File: src/rtl/mips_pkg.sv
// Shared MIPS core definitions: instruction width, PC increment, NOP encoding
// and the fetch-stage state type.
package mips_pkg;

  localparam int unsigned INSTR_W = 32;
  localparam logic [INSTR_W-1:0] PC_INC = 32'd4;
  localparam logic [INSTR_W-1:0] NOP = 32'h0000_0000;

  typedef enum logic [0:0] {
    FETCH_RUN,
    FETCH_HALT
  } fetch_state_e;

endpackage

File: src/rtl/pc_next_sel.sv
// Next-PC priority mux (jr > jump > branch > sequential) plus a legality check
// of the selected address against the instruction-memory range.
module pc_next_sel
  import mips_pkg::*;
#(
  parameter int unsigned IMEM_WORDS = 100
) (
  input  logic [INSTR_W-1:0] pc,
  input  logic [3:0]         pc_plus4_hi,
  input  logic               jr,
  input  logic [INSTR_W-1:0] jr_target,
  input  logic               jump,
  input  logic [25:0]        jump_index,
  input  logic               branch_taken,
  input  logic [INSTR_W-1:0] branch_target,
  output logic [INSTR_W-1:0] next_pc,
  output logic               redirect,
  output logic               illegal
);

  localparam logic [INSTR_W-1:0] PcLimit = INSTR_W'(4 * IMEM_WORDS);

  always_comb begin
    next_pc  = pc + PC_INC;
    redirect = 1'b1;
    if (jr) begin
      next_pc = jr_target;
    end else if (jump) begin
      // Region bits come from the delay-slot PC, i.e. the jump's own PC+4.
      next_pc = {pc_plus4_hi, jump_index, 2'b00};
    end else if (branch_taken) begin
      next_pc = branch_target;
    end else begin
      redirect = 1'b0;
    end
  end

  assign illegal = (next_pc[1:0] != 2'b00) || (next_pc >= PcLimit);

endmodule

File: src/rtl/fetch_unit.sv
// Instruction-fetch stage: PC register, IF/ID pipeline register, fetch counter
// and a RUN/HALT FSM that stops fetching on the first illegal next PC.
module fetch_unit
  import mips_pkg::*;
#(
  parameter logic [31:0] RESET_PC   = 32'h0000_0000,
  parameter int unsigned IMEM_WORDS = 100
) (
  input  logic                clk,
  input  logic                rst,
  input  logic                stall,
  input  logic                flush,
  input  logic                branch_taken,
  input  logic [INSTR_W-1:0]  branch_target,
  input  logic                jump,
  input  logic [25:0]         jump_index,
  input  logic                jr,
  input  logic [INSTR_W-1:0]  jr_target,
  output logic [INSTR_W-1:0]  pc_out,
  input  logic [INSTR_W-1:0]  instr_in,
  output logic [INSTR_W-1:0]  if_id_instr,
  output logic [INSTR_W-1:0]  if_id_pc_plus4,
  output logic                if_id_valid,
  output logic                fault,
  output logic [31:0]         fetch_count
);

  fetch_state_e       state_q, state_d;
  logic [INSTR_W-1:0] pc_q, pc_d;
  logic [INSTR_W-1:0] instr_q, instr_d;
  logic [INSTR_W-1:0] pc4_q, pc4_d;
  logic               valid_q, valid_d;
  logic               fault_q, fault_d;
  logic [31:0]        cnt_q, cnt_d;

  logic [INSTR_W-1:0] next_pc;
  logic               redirect;
  logic               illegal;
  logic               pc_load;

  pc_next_sel #(
    .IMEM_WORDS (IMEM_WORDS)
  ) u_pc_next_sel (
    .pc            (pc_q),
    .pc_plus4_hi   (pc4_q[31:28]),
    .jr            (jr),
    .jr_target     (jr_target),
    .jump          (jump),
    .jump_index    (jump_index),
    .branch_taken  (branch_taken),
    .branch_target (branch_target),
    .next_pc       (next_pc),
    .redirect      (redirect),
    .illegal       (illegal)
  );

  // A redirect wins over stall; otherwise stall freezes the PC.
  assign pc_load = redirect || !stall;

  always_comb begin
    state_d = state_q;
    pc_d    = pc_q;
    instr_d = instr_q;
    pc4_d   = pc4_q;
    valid_d = valid_q;
    fault_d = fault_q;
    cnt_d   = cnt_q;
    unique case (state_q)
      FETCH_RUN: begin
        if (pc_load && illegal) begin
          fault_d = 1'b1;
          state_d = FETCH_HALT;
          instr_d = NOP;
          valid_d = 1'b0;
        end else begin
          if (pc_load) pc_d = next_pc;
          if (redirect || flush) begin
            instr_d = NOP;
            valid_d = 1'b0;
          end else if (!stall) begin
            instr_d = instr_in;
            pc4_d   = pc_q + PC_INC;
            valid_d = 1'b1;
            cnt_d   = cnt_q + 32'd1;
          end
        end
      end
      FETCH_HALT: begin
        instr_d = NOP;
        valid_d = 1'b0;
      end
      default: state_d = FETCH_HALT;
    endcase
  end

  always_ff @(posedge clk or posedge rst) begin
    if (rst) begin
      state_q <= FETCH_RUN;
      pc_q    <= RESET_PC;
      instr_q <= NOP;
      pc4_q   <= '0;
      valid_q <= 1'b0;
      fault_q <= 1'b0;
      cnt_q   <= '0;
    end else begin
      state_q <= state_d;
      pc_q    <= pc_d;
      instr_q <= instr_d;
      pc4_q   <= pc4_d;
      valid_q <= valid_d;
      fault_q <= fault_d;
      cnt_q   <= cnt_d;
    end
  end

  assign pc_out         = pc_q;
  assign if_id_instr    = instr_q;
  assign if_id_pc_plus4 = pc4_q;
  assign if_id_valid    = valid_q;
  assign fault          = fault_q;
  assign fetch_count    = cnt_q;

endmodule

File: config.mk
export PLATFORM = sky130hd
export DESIGN_NAME = fetch_unit
export DESIGN_NICKNAME = d
export VERILOG_FILES = /design/src/rtl/mips_pkg.sv /design/src/rtl/pc_next_sel.sv /design/src/rtl/fetch_unit.sv
export SDC_FILE = /design/constraint.sdc
export NUM_CORES = 1
export LEC_CHECK = 0
export ABC_AREA = 1
export CAP_MARGIN = 20
export CORE_MARGIN = 2
export CORE_UTILIZATION = 35
export CTS_CLUSTER_SIZE = 14
export DETAILED_ROUTE_END_ITERATION = 16
export HOLD_SLACK_MARGIN = 0.06
export PLACE_DENSITY = 0.66
export SYNTH_ARGS = -nofsm -noshare
export SYNTH_HDL_FRONTEND = slang
export SYNTH_HIERARCHICAL = 1
export SYNTH_SLANG_ARGS = --single-unit
File: constraint.sdc
create_clock -name clk -period 15.15 [get_ports clk]
set_input_delay 4.545 -clock clk [delete_from_list [all_inputs] [get_ports clk]]
set_output_delay 4.545 -clock clk [all_outputs]
set_load 0.02 [all_outputs]
==> impl_results.md, run 1 <==
* First-pass detailed-route iteration total at 5
* Unrepaired setup endpoints after global routing: false
* Final Power at 0.000874 W
* Worst-path clk slew at 0.06 ns
* Compound-cell area share of the yosys netlist at 7.20%
* Type of origin of the critical path: input pin
* Slew margin rel. at 49.9%
* Quantity of hold-fixing buffers added after cts at 0
* Routability cong. at 1.01
* TritonCTS clock tree: yes
* Total Routed Length at 29.3 mm
* Crit path DAT at 8.58 ns
* Clk_lat worst skew at 0.42 ns
* # IOs at 259
* Initial core utilization at 35.4%
* Via/cell ratio at 4.92
* Status: finished clean
* Routed vias at 9194
* HP Start: state_q
* Hold Path End: fault
* Synth top area share at 38.3%
* Final Hold Fails at 0
* CTS resizes at 0
* DP Area at 11400 um^2
* Met1 Track Usage GR at 28.9%
* Most used routing layer: met2
* Fmax at 121 MHz
* HPWL Detailed at 21.8 mm
* Worst reg2reg path endpoint: fetch_count[27]
* Post-synth EDFFs at 0
* Async SR Flop Fraction at 100%
* Area share of fa/ha/maj cells after synthesis at 0.438%
* Netlist Area Pre-Place at 8570 um^2
* Warnings, synthesis at 6
* Kind of critical path: in -> reg
* Nets at 1664
* # DRC at 0
* Worst Clk Skew at 0.0137 ns
* Synth Instances at 1287
* Synth Register Bits at 131
* Final min period at 8.27 ns
* Final Slew Violations at 0
* Maximum vdd drop at 0.0528 mV
* Met3 usage at 4.98%
* Setup crit end kind: register
* R2R Setup Slk at 11.03 ns
* Most used DFF post-synth: dfrtp_1
* Main combinational cell family by area after synthesis: simple AND/OR/NAND/NOR gates
* Largest net degree at the start of global routing at 83
* Layout cell share with drive strength beyond 1 at 7.38%
* Synth area leaders: dfrtp_1 (38%), nand2_1 (19%), nor2_1 (8.6%), inv_1 (6.1%), nand3_1 (5.1%)
* Post-Synth XOR/XNOR Area at 2.45%
* First-pass GRT wire length at 46.6 mm
* Initial DRC Count at 706
* Worst Reg-to-Reg Cells at 20
* Post-synthesis sequential area ratio at 38.3%
* Area growth syn-to-layout at 40.7%
* Worst min-delay path class: reg -> reg
* # H-tree levels at 4
* Per-cell routed wire length at 15.7 um
* Setup Viol. Count Final at 0
* Simple-gate share of the synthesized area at 40.6%
* Clock Sinks at 131
* Hold depth at 1
* Number of global-route vias before repair at 8915
* Remaining global-route overflow at 0
* Met2 Track Usage GR at 38.7%
* Critical path fanouts, max at 43
* Worst-Margin Slew at 0.750 ns
* Core footprint at 24200 um^2
* Die Area at 25700 um^2
* Initial antenna violation count at 0
* Port Buffers at 258
* # rows at 57
* Post-synthesis mux area share at 2.23%
* Final worst path period share at 54.6%
* Max clock buf depth at 2
* Finished Cell Area at 12100 um^2
* Final TNS setup at 0 ns
* Power per Cell Area at 72.5 nW/um^2
* All-layer global routing usage at 22.7%
* Mean Syn Cell Area at 6.66 um^2
* P_leak at 5.49 nW
* Library cells used by synthesis at 35
* WP data required at 15.46 ns
* Die X at 160 um
* Syn_nets at 1419
* Antenna fix cells at 0
* CTS root buf: clkbuf_16
* # Post-CTS Setup Buffers at 0
* Die H at 160 um
* TritonCTS Buffers at 17
* Largest area contributor in the netlist: dfrtp_1
* DRT antenna net count at 0
* Maxcap violations at 0
* Reg-to-reg critical path startpoint: pc_out[4]
-- routing by layer --
| layer | vias up | part of all wire, % | wire [um] |
|---|---|---|---|
| li1 | 4512 | - | - |
| met1 | 4277 | 43 | 12700 |
| met2 | 361 | 48 | 14000 |
| met3 | 44 | 6.8 | 1990 |
| met4 | 0 | 1.9 | 570 |
| met5 | - | 0 | 0 |
-- worst max-delay path, stage by stage --
cell             delay (ns)
clkdlybuf4s50_1        0.60
inv_1                  0.63
buf_4                  0.47
nand3_1                0.12
nand2_1                0.07
nand2_1                0.04
o21ai_0                0.10
nand3_1                0.11
nand3_1                0.09
nand4_1                0.11
nor2_1                 0.19
nand2_1                0.11
nand2_2                0.14
nand2_4                0.08
nor2_8                 0.44
buf_12                 0.29
nand2_1                0.15
inv_1                  0.10
nand2_1                0.05
nand2_1                0.06
nand2_1                0.05
-- synth_stat cells, types with 4 or more instances --
master,instances
dfrtp_1,131
o21ai_0,52
nor2_2,11
buf_4,7
nand4_1,18
nand2_1,443
buf_2,17
buf_6,4
mux2_2,17
xor2_1,13
xnor2_1,11
nor2_4,8
or2_2,22
nor2_1,196
inv_1,140
nand2_2,7
nand3_1,87
clkbuf_1,12
o21ai_1,5
a21oi_1,45
nand3b_1,13
o21bai_1,9
-- flip-flops by register name (all words and copies together), names as in the netlist --
| signal | cells |
|---|---|
| if_id_pc_plus4 | 32 |
| pc_out | 32 |
| fetch_count | 32 |
| if_id_instr | 32 |
| if_id_valid | 1 |
| fault | 1 |
| state_q | 1 |
-- layout make-up --
| class | instances | area (um^2) |
|---|---|---|
| Tap cell | 324 | 405 |
| Sequential cell | 131 | 3280 |
| Clock inverter | 14 | 201 |
| Multi-Input combinational cell | 975 | 4540 |
| Fill cell | 2405 | 12100 |
| Inverter | 141 | 534 |
| Timing Repair Buffer | 266 | 2670 |
| Clock buffer | 17 | 425 |
-- per-stage QoR --
step	hold slack [ns]	std cells	setup slack [ns]	utilization, %
after CTS	0.462	1866	6.61	49.6
after floorplan	0.430	1287	7.11	-
after detailed placement	0.455	1835	6.18	47.1
after global placement	0.446	1835	6.26	47.1
final	0.464	1868	6.88	49.8
after global routing	0.471	1868	6.52	49.8
-- where the power goes --
part	total, W	switching [W]	leakage (nW)	internal (W)
sequential	0.000350	0.0000000343	1.71	0.000350
combinational	0.0000778	0.0000372	3.47	0.0000406
clock	0.000446	0.000169	0.306	0.000277
total	0.000874	0.000206	5.49	0.000668
-- kinds of logic after synthesis --
family,Yosys count
simple gates,815
buf+inv,181
flops,131
compound gates,116
xor+xnor,24
mux,17
fa+ha+maj,3
-- layout by cell type (no fill, tap or decap), types with 4 or more instances in the layout --
cell type        count
buf_4                6
inv_1              139
bufinv_16            4
dfrtp_1            131
nor2_2              11
clkbuf_16           17
clkdlybuf4s50_1    257
mux2_2              17
a21oi_1             45
o21ai_0             52
nand2_2              7
xor2_1              13
o21ai_1              5
nand4_1             18
nor2_1             196
nor2_4               8
or2_2               22
nand3_1             86
inv_6                4
nand3b_1            13
xnor2_1             11
o21bai_1             9
nand2_1            443
-- how the worst max path moves through the flow --
| stage | endpoint | start | slack [ns] |
|---|---|---|---|
| finish | fetch_count[27] | branch_taken | 6.88 |
| global route | fetch_count[19] | branch_taken | 6.52 |
| CTS | fetch_count[17] | branch_taken | 6.61 |
| detailed placement | fetch_count[17] | branch_taken | 6.18 |
| global placement | fetch_count[22] | branch_taken | 6.26 |
| floorplan | fault | rst | 7.11 |
No activity file was read; power rests on OpenSTA's default activity.
==> inputs of run 2 (changes only) <==
PLACE_DENSITY = 0.68   (was 0.66)
clock period = 7.25 ns   (was 15.15 ns; I/O delays follow)
==> impl_results.md, run 2 (synthesis results as in run 1) <==
* Maximum vdd drop at 0.106 mV (was 0.0528 mV)
* Core footprint at 24200 um^2 (unchanged)
* Status: finished clean (unchanged)
* Slew margin rel. at 46.4% (was 49.9%)
* Most frequent cells in the layout: nand2_1 (443), clkdlybuf4s50_1 (257), nor2_1 (196) (unchanged)
* Worst-path clk slew at 0.06 ns (about the same)
* Initial DRC Count at 644 (was 706)
* Max clock buf depth at 2 (unchanged)
* Commonest non-fill, non-tap cell in the layout: nand2_1 (unchanged)
* Maxcap violations at 0 (unchanged)
* Largest net degree at the start of global routing at 77 (was 83)
* Worst min-delay path class: reg -> reg (unchanged)
* CTS resizes at 0 (unchanged)
* Fmax at 178 MHz
* Fillcell total at 2413 (was 2405)
* Crit path capture: fetch_count[21] (was fetch_count[27])
* Final TNS setup at 0 ns (unchanged)
* First-pass detailed-route iteration total at 6 (was 5)
* Port Buffers at 258 (unchanged)
* CTS root buf: clkbuf_16 (unchanged)
* Pre-CTS WS at 1.25 ns (was 6.18 ns)
* Final hold slack at 0.459 ns (was 0.464 ns)
* Crit path DAT at 5.92 ns (was 8.58 ns)
* Area occupied by multi-input gates at 4540 um^2 (unchanged)
* Worst Clk Skew at 0.0104 ns (was 0.0137 ns)
* Final Hold Fails at 0 (unchanged)
* Kind of critical path: in -> reg (unchanged)
* Area growth syn-to-layout at 40.3% (was 40.7%)
* P_leak at 5.46 nW (was 5.49 nW)
* Per-cell routed wire length at 15.6 um (was 15.7 um)
* Die X at 160 um (unchanged)
* Worst Reg-to-Reg Cells at 22 (was 20)
* DRT antenna net count at 0 (unchanged)
* # IOs at 259 (unchanged)
* Worst Setup SP: branch_taken (unchanged)
* All-layer global routing usage at 22.7% (about the same)
* Nets at 1665 (was 1664)
* Unrepaired setup endpoints after global routing: false (unchanged)
* Routed vias at 9237 (was 9194)
* TritonCTS Buffers at 17 (unchanged)
* Initial core utilization at 35.4% (unchanged)
* # rows at 57 (unchanged)
* Total Routed Length at 29.1 mm (was 29.3 mm)
* Worst reg2reg path endpoint: fetch_count[21] (was fetch_count[27])
* Reg-to-reg critical path startpoint: pc_out[10] (was pc_out[4])
* # DRC at 0 (unchanged)
* HPWL Detailed at 22.0 mm (was 21.8 mm)
* Register area at 3280 um^2 (unchanged)
* Power per Cell Area at 150 nW/um^2 (was 72.5 nW/um^2)
* R2R Setup Slk at 3.32 ns (was 11.03 ns)
* Via/cell ratio at 4.94 (was 4.92)
* Setup Viol. Count Final at 0 (unchanged)
* # Post-CTS Setup Buffers at 0 (unchanged)
* Clock Sinks at 131 (unchanged)
* Initial antenna violation count at 1 (was 0)
* Die H at 160 um (unchanged)
* TritonCTS clock tree: yes (unchanged)
* Placed Cells at 1838 (was 1835)
* Clk_lat worst skew at 0.42 ns (about the same)
* Final Power at 0.00180 W (was 0.000874 W)
* Worst-Margin Slew at 0.803 ns (was 0.750 ns)
* WP data required at 7.56 ns (was 15.46 ns)
* Final worst path period share at 77.4%
* Critical path fanouts, max at 44 (was 43)
* Die Area at 25700 um^2 (unchanged)
* Layout cell share with drive strength beyond 1 at 7.37% (was 7.38%)
* # H-tree levels at 4 (unchanged)
* Remaining global-route overflow at 0 (unchanged)
* Number of global-route vias before repair at 9018 (was 8915)
* Post-route insts no fill at 1871 (was 1868)
* Final Slew Violations at 0 (unchanged)
* Routability cong. at 0.952 (was 1.01)
* Quantity of hold-fixing buffers added after cts at 0 (unchanged)
* Final min period at 5.61 ns
* Type of origin of the critical path: input pin (unchanged)
* First-pass GRT wire length at 46.8 mm (was 46.6 mm)
* Post-route setup slack at 1.64 ns (was 6.88 ns)
* Setup crit end kind: register (unchanged)
run 2: cell count changes in the layout (fill, tap and decap cells not counted), sizes merged:
cell,delta
bufinv,-1
diode,+1
clkinvlp,+3
buf,+1
clkbuf,+2
inv,+1
clkinv,-4
run 2: metal layers:
layer / global-route usage, % / part of all wire [%] / vias to the layer above
met5: 0 / 0 / -
li1: - / - / 4509
met4: 6.76 / 2.3 / 0
met2: 38.3 / 47 / 416
met1: 29.6 / 43 / 4252
met3: 4.49 / 7.6 / 60
run 2: layout make-up:
| cell class | count | area share (%) |
|---|---|---|
| Clock inverter | 13 | 1.46 |
| Multi-Input combinational cell | 975 | 37.7 |
| Timing Repair Buffer | 267 | 22.1 |
| Inverter | 141 | 4.44 |
| Tap cell | 324 | 3.37 |
| Clock buffer | 19 | 3.60 |
| Antenna cell | 1 | 0.0208 |
| Sequential cell | 131 | 27.3 |
run 2: stage by stage:
| step | instance area [um^2] | util, % |
|---|---|---|
| after floorplan | 8570 | - |
| after global placement | 11400 | 47.2 |
| after detailed placement | 11400 | 47.2 |
| after CTS | 12000 | 49.7 |
| after global routing | 12000 | 49.7 |
| final | 12000 | 49.7 |
run 2: worst max-delay path, cell delays in order:
cell and delay, ns:
clkdlybuf4s50_1 0.71, inv_1 0.35, buf_4 0.33, o21ai_0 0.16
o21ai_0 0.11, nor2_1 0.14, nand2_1 0.07, nor2_1 0.08
nand2_1 0.06, nor2_1 0.12, nand2_1 0.10, nor2_1 0.09
nand2_1 0.08, nand2_2 0.14, nand2_4 0.09, nor2_8 0.54
buf_12 0.28, nand4_1 0.11, nand2_1 0.09, inv_1 0.04
run 2: power by group:
group | internal [W] | switching (W) | total, W
registers | 0.000731 | 0.0000000730 | 0.000731
clock network | 0.000549 | 0.000357 | 0.000905
logic | 0.0000851 | 0.0000773 | 0.000162
total | 0.00136 | 0.000434 | 0.00180
run 2: worst min-delay path by stage:
stage	slack [ns]	to	depth (start not counted)	start
after floorplan	0.43	fault	1	state_q
after global placement	0.45	fault	1	state_q
after detailed placement	0.46	fault	1	state_q
after CTS	0.47	fault	1	state_q
after global routing	0.49	if_id_pc_plus4[27]	2	if_id_pc_plus4[27]
final	0.46	fault	1	state_q
==> inputs of run 3 (changes only) <==
clock period = 4.89 ns   (was 7.25 ns; I/O delays follow)
==> impl_results.md, run 3 (synthesis results as in run 1) <==
* CTS root buf: clkbuf_16 (unchanged)
* Fmax at 240 MHz
* Status: finished clean (unchanged)
* Setup Viol. Count Final at 0 (unchanged)
* Worst-path clk slew at 0.06 ns (about the same)
* Crit path DAT at 4.47 ns (was 5.92 ns)
* Initial antenna violation count at 0 (was 1)
* Power per Cell Area at 207 nW/um^2 (was 150 nW/um^2)
* Slew margin rel. at 54.4% (was 46.4%)
* Kind of critical path: in -> reg (unchanged)
* Number of global-route vias before repair at 9131 (was 9018)
* Die Area at 25700 um^2 (unchanged)
* Nets at 1671 (was 1665)
* Commonest non-fill, non-tap cell in the layout: nand2_1 (unchanged)
* Die H at 160 um (unchanged)
* Total Routed Length at 29.0 mm (was 29.1 mm)
* Final core utilization at 49.7% (about the same)
* R2R Setup Slk at 1.18 ns (was 3.32 ns)
* # Post-CTS Setup Buffers at 0 (unchanged)
* Reg-to-reg critical path startpoint: pc_out[13] (was pc_out[10])
* Hold depth at 1 (unchanged)
* Quantity of hold-fixing buffers added after cts at 0 (unchanged)
* Critical path fanouts, max at 35 (was 44)
* Unrepaired setup endpoints after global routing: false (unchanged)
* Finished Cell Area at 12000 um^2 (about the same)
* Core footprint at 24200 um^2 (unchanged)
* Initial DRC Count at 662 (was 644)
* HPWL Detailed at 22.0 mm (about the same)
* Crit path max-delay cell type: a21boi_0 (was clkdlybuf4s50_1)
* Remaining global-route overflow at 0 (unchanged)
* Fillcell total at 2426 (was 2413)
* TritonCTS clock tree: yes (unchanged)
* Worst Clk Skew at 0.0116 ns (was 0.0104 ns)
* DRT antenna net count at 0 (unchanged)
* CTS resizes at 0 (unchanged)
* Layout cell share with drive strength beyond 1 at 7.80% (was 7.37%)
* Worst reg2reg path endpoint: fetch_count[21] (unchanged)
* DP Area at 11500 um^2 (was 11400 um^2)
* Max clock buf depth at 2 (unchanged)
* Pre-CTS WS at 0.416 ns (was 1.25 ns)
* Final Slew Violations at 0 (unchanged)
* Antenna fix cells at 0 (was 1)
* # H-tree levels at 4 (unchanged)
* Final min period at 4.16 ns
* Most frequent cells in the layout: nand2_1 (443), clkdlybuf4s50_1 (257), nor2_1 (196) (unchanged)
* Maximum vdd drop at 0.181 mV (was 0.106 mV)
* Area occupied by multi-input gates at 4540 um^2 (unchanged)
* Worst Reg-to-Reg Cells at 18 (was 22)
* Initial core utilization at 35.4% (unchanged)
* Register area at 3280 um^2 (unchanged)
* Hold Path End: fault (unchanged)
* Post-route setup slack at 0.729 ns (was 1.64 ns)
* HP Start: state_q (unchanged)
* Per-cell routed wire length at 15.5 um (was 15.6 um)
* Routed vias at 9170 (was 9237)
* First-pass detailed-route iteration total at 5 (was 6)
* TritonCTS Buffers at 17 (unchanged)
* Port Buffers at 258 (unchanged)
* Max stage delay on crit path at 0.57 ns (was 0.71 ns)
* CP cell instances: clkdlybuf4s50_1 -> buf_4 -> nor2_1 -> a21boi_0 -> nand4_1 -> nor2_1 -> nand2_1 -> nand2_2 -> nand2_4 -> nor2_8 -> buf_12 -> nand4_1 -> nand2_1 -> inv_1 (was clkdlybuf4s50_1 -> inv_1 -> buf_4 -> o21ai_0 -> o21ai_0 -> nor2_1 -> nand2_1 -> nor2_1 -> nand2_1 -> nor2_1 -> nand2_1 -> nor2_1 -> nand2_1 -> nand2_2 -> nand2_4 -> nor2_8 -> buf_12 -> nand4_1 -> nand2_1 -> inv_1)
* P_leak at 5.47 nW (was 5.46 nW)
* Worst min-delay path class: reg -> reg (unchanged)
* Maxcap violations at 0 (unchanged)
* Final TNS setup at 0 ns (unchanged)
* WP data required at 5.20 ns (was 7.56 ns)
* Largest net degree at the start of global routing at 51 (was 77)
* Clk_lat worst skew at 0.42 ns (about the same)
* Routability cong. at 0.930 (was 0.952)
* # IOs at 259 (unchanged)
* Clock Sinks at 131 (unchanged)
* Worst-Margin Slew at 0.678 ns (was 0.803 ns)
* Die X at 160 um (unchanged)
* Area growth syn-to-layout at 40.4% (was 40.3%)
* Via/cell ratio at 4.89 (was 4.94)
* Type of origin of the critical path: input pin (unchanged)
* Final Hold Fails at 0 (unchanged)
* # rows at 57 (unchanged)
* Final worst path period share at 85.1%
* # DRC at 0 (unchanged)
* All-layer global routing usage at 23.0% (was 22.7%)
* First-pass GRT wire length at 47.0 mm (was 46.8 mm)
* Setup crit end kind: register (unchanged)
## run 3: cell types whose count changed in the layout (fill, tap and decap cells not counted), sizes merged
cell,previous run,this run
clkinv,1,9
buf,10,16
inv,146,141
bufinv,3,0
diode,1,0
## run 3: how the worst max path moves through the flow
stage	to	start	depth (start not counted)
floorplan	pc_out[0]	branch_taken	16
CTS	fetch_count[21]	jr	14
global route	fetch_count[21]	jr	14
detailed placement	fetch_count[21]	jr	14
finish	fetch_count[21]	jr	14
global placement	fetch_count[16]	jr	13
## run 3: layout make-up
class                   count  area share, %
multi-input cells         975           37.7
flip-flops and latches    131           27.3
repair buffers            273           22.8
inverters                 141           4.43
clock buffers              19           3.68
well taps                 324           3.37
clock inverters            13          0.728
## run 3: routing by layer
metal,vias to the layer above,share of wire [%],track usage (%)
li1,4537,-,-
met1,4226,43,29.7
met2,363,47,38.7
met3,44,8.4,5.35
met4,0,1.8,6.27
met5,-,0,0
## run 3: through the flow
stage / total power, W / hold WS [ns] / cells
final: 0.00249 / 0.452 / 1876
after global routing: 0.00260 / 0.476 / 1876
after CTS: 0.00252 / 0.461 / 1876
after detailed placement: 0.00135 / 0.456 / 1844
after global placement: 0.00135 / 0.448 / 1844
after floorplan: 0.00121 / 0.430 / 1287
## run 3: critical path: cells and delay by family
family / cells / cell delay [ns]
buffers and inverters: 4 / 1.14
AOI/OAI and AO/OA: 1 / 0.57
and+or+nand+nor: 9 / 1.26
## run 3: power by group
group / internal, W / switching, W
Clock: 0.000658 / 0.000503
Combinational: 0.000131 / 0.000115
Sequential: 0.00108 / 0.0000000924
Total: 0.00187 / 0.000618
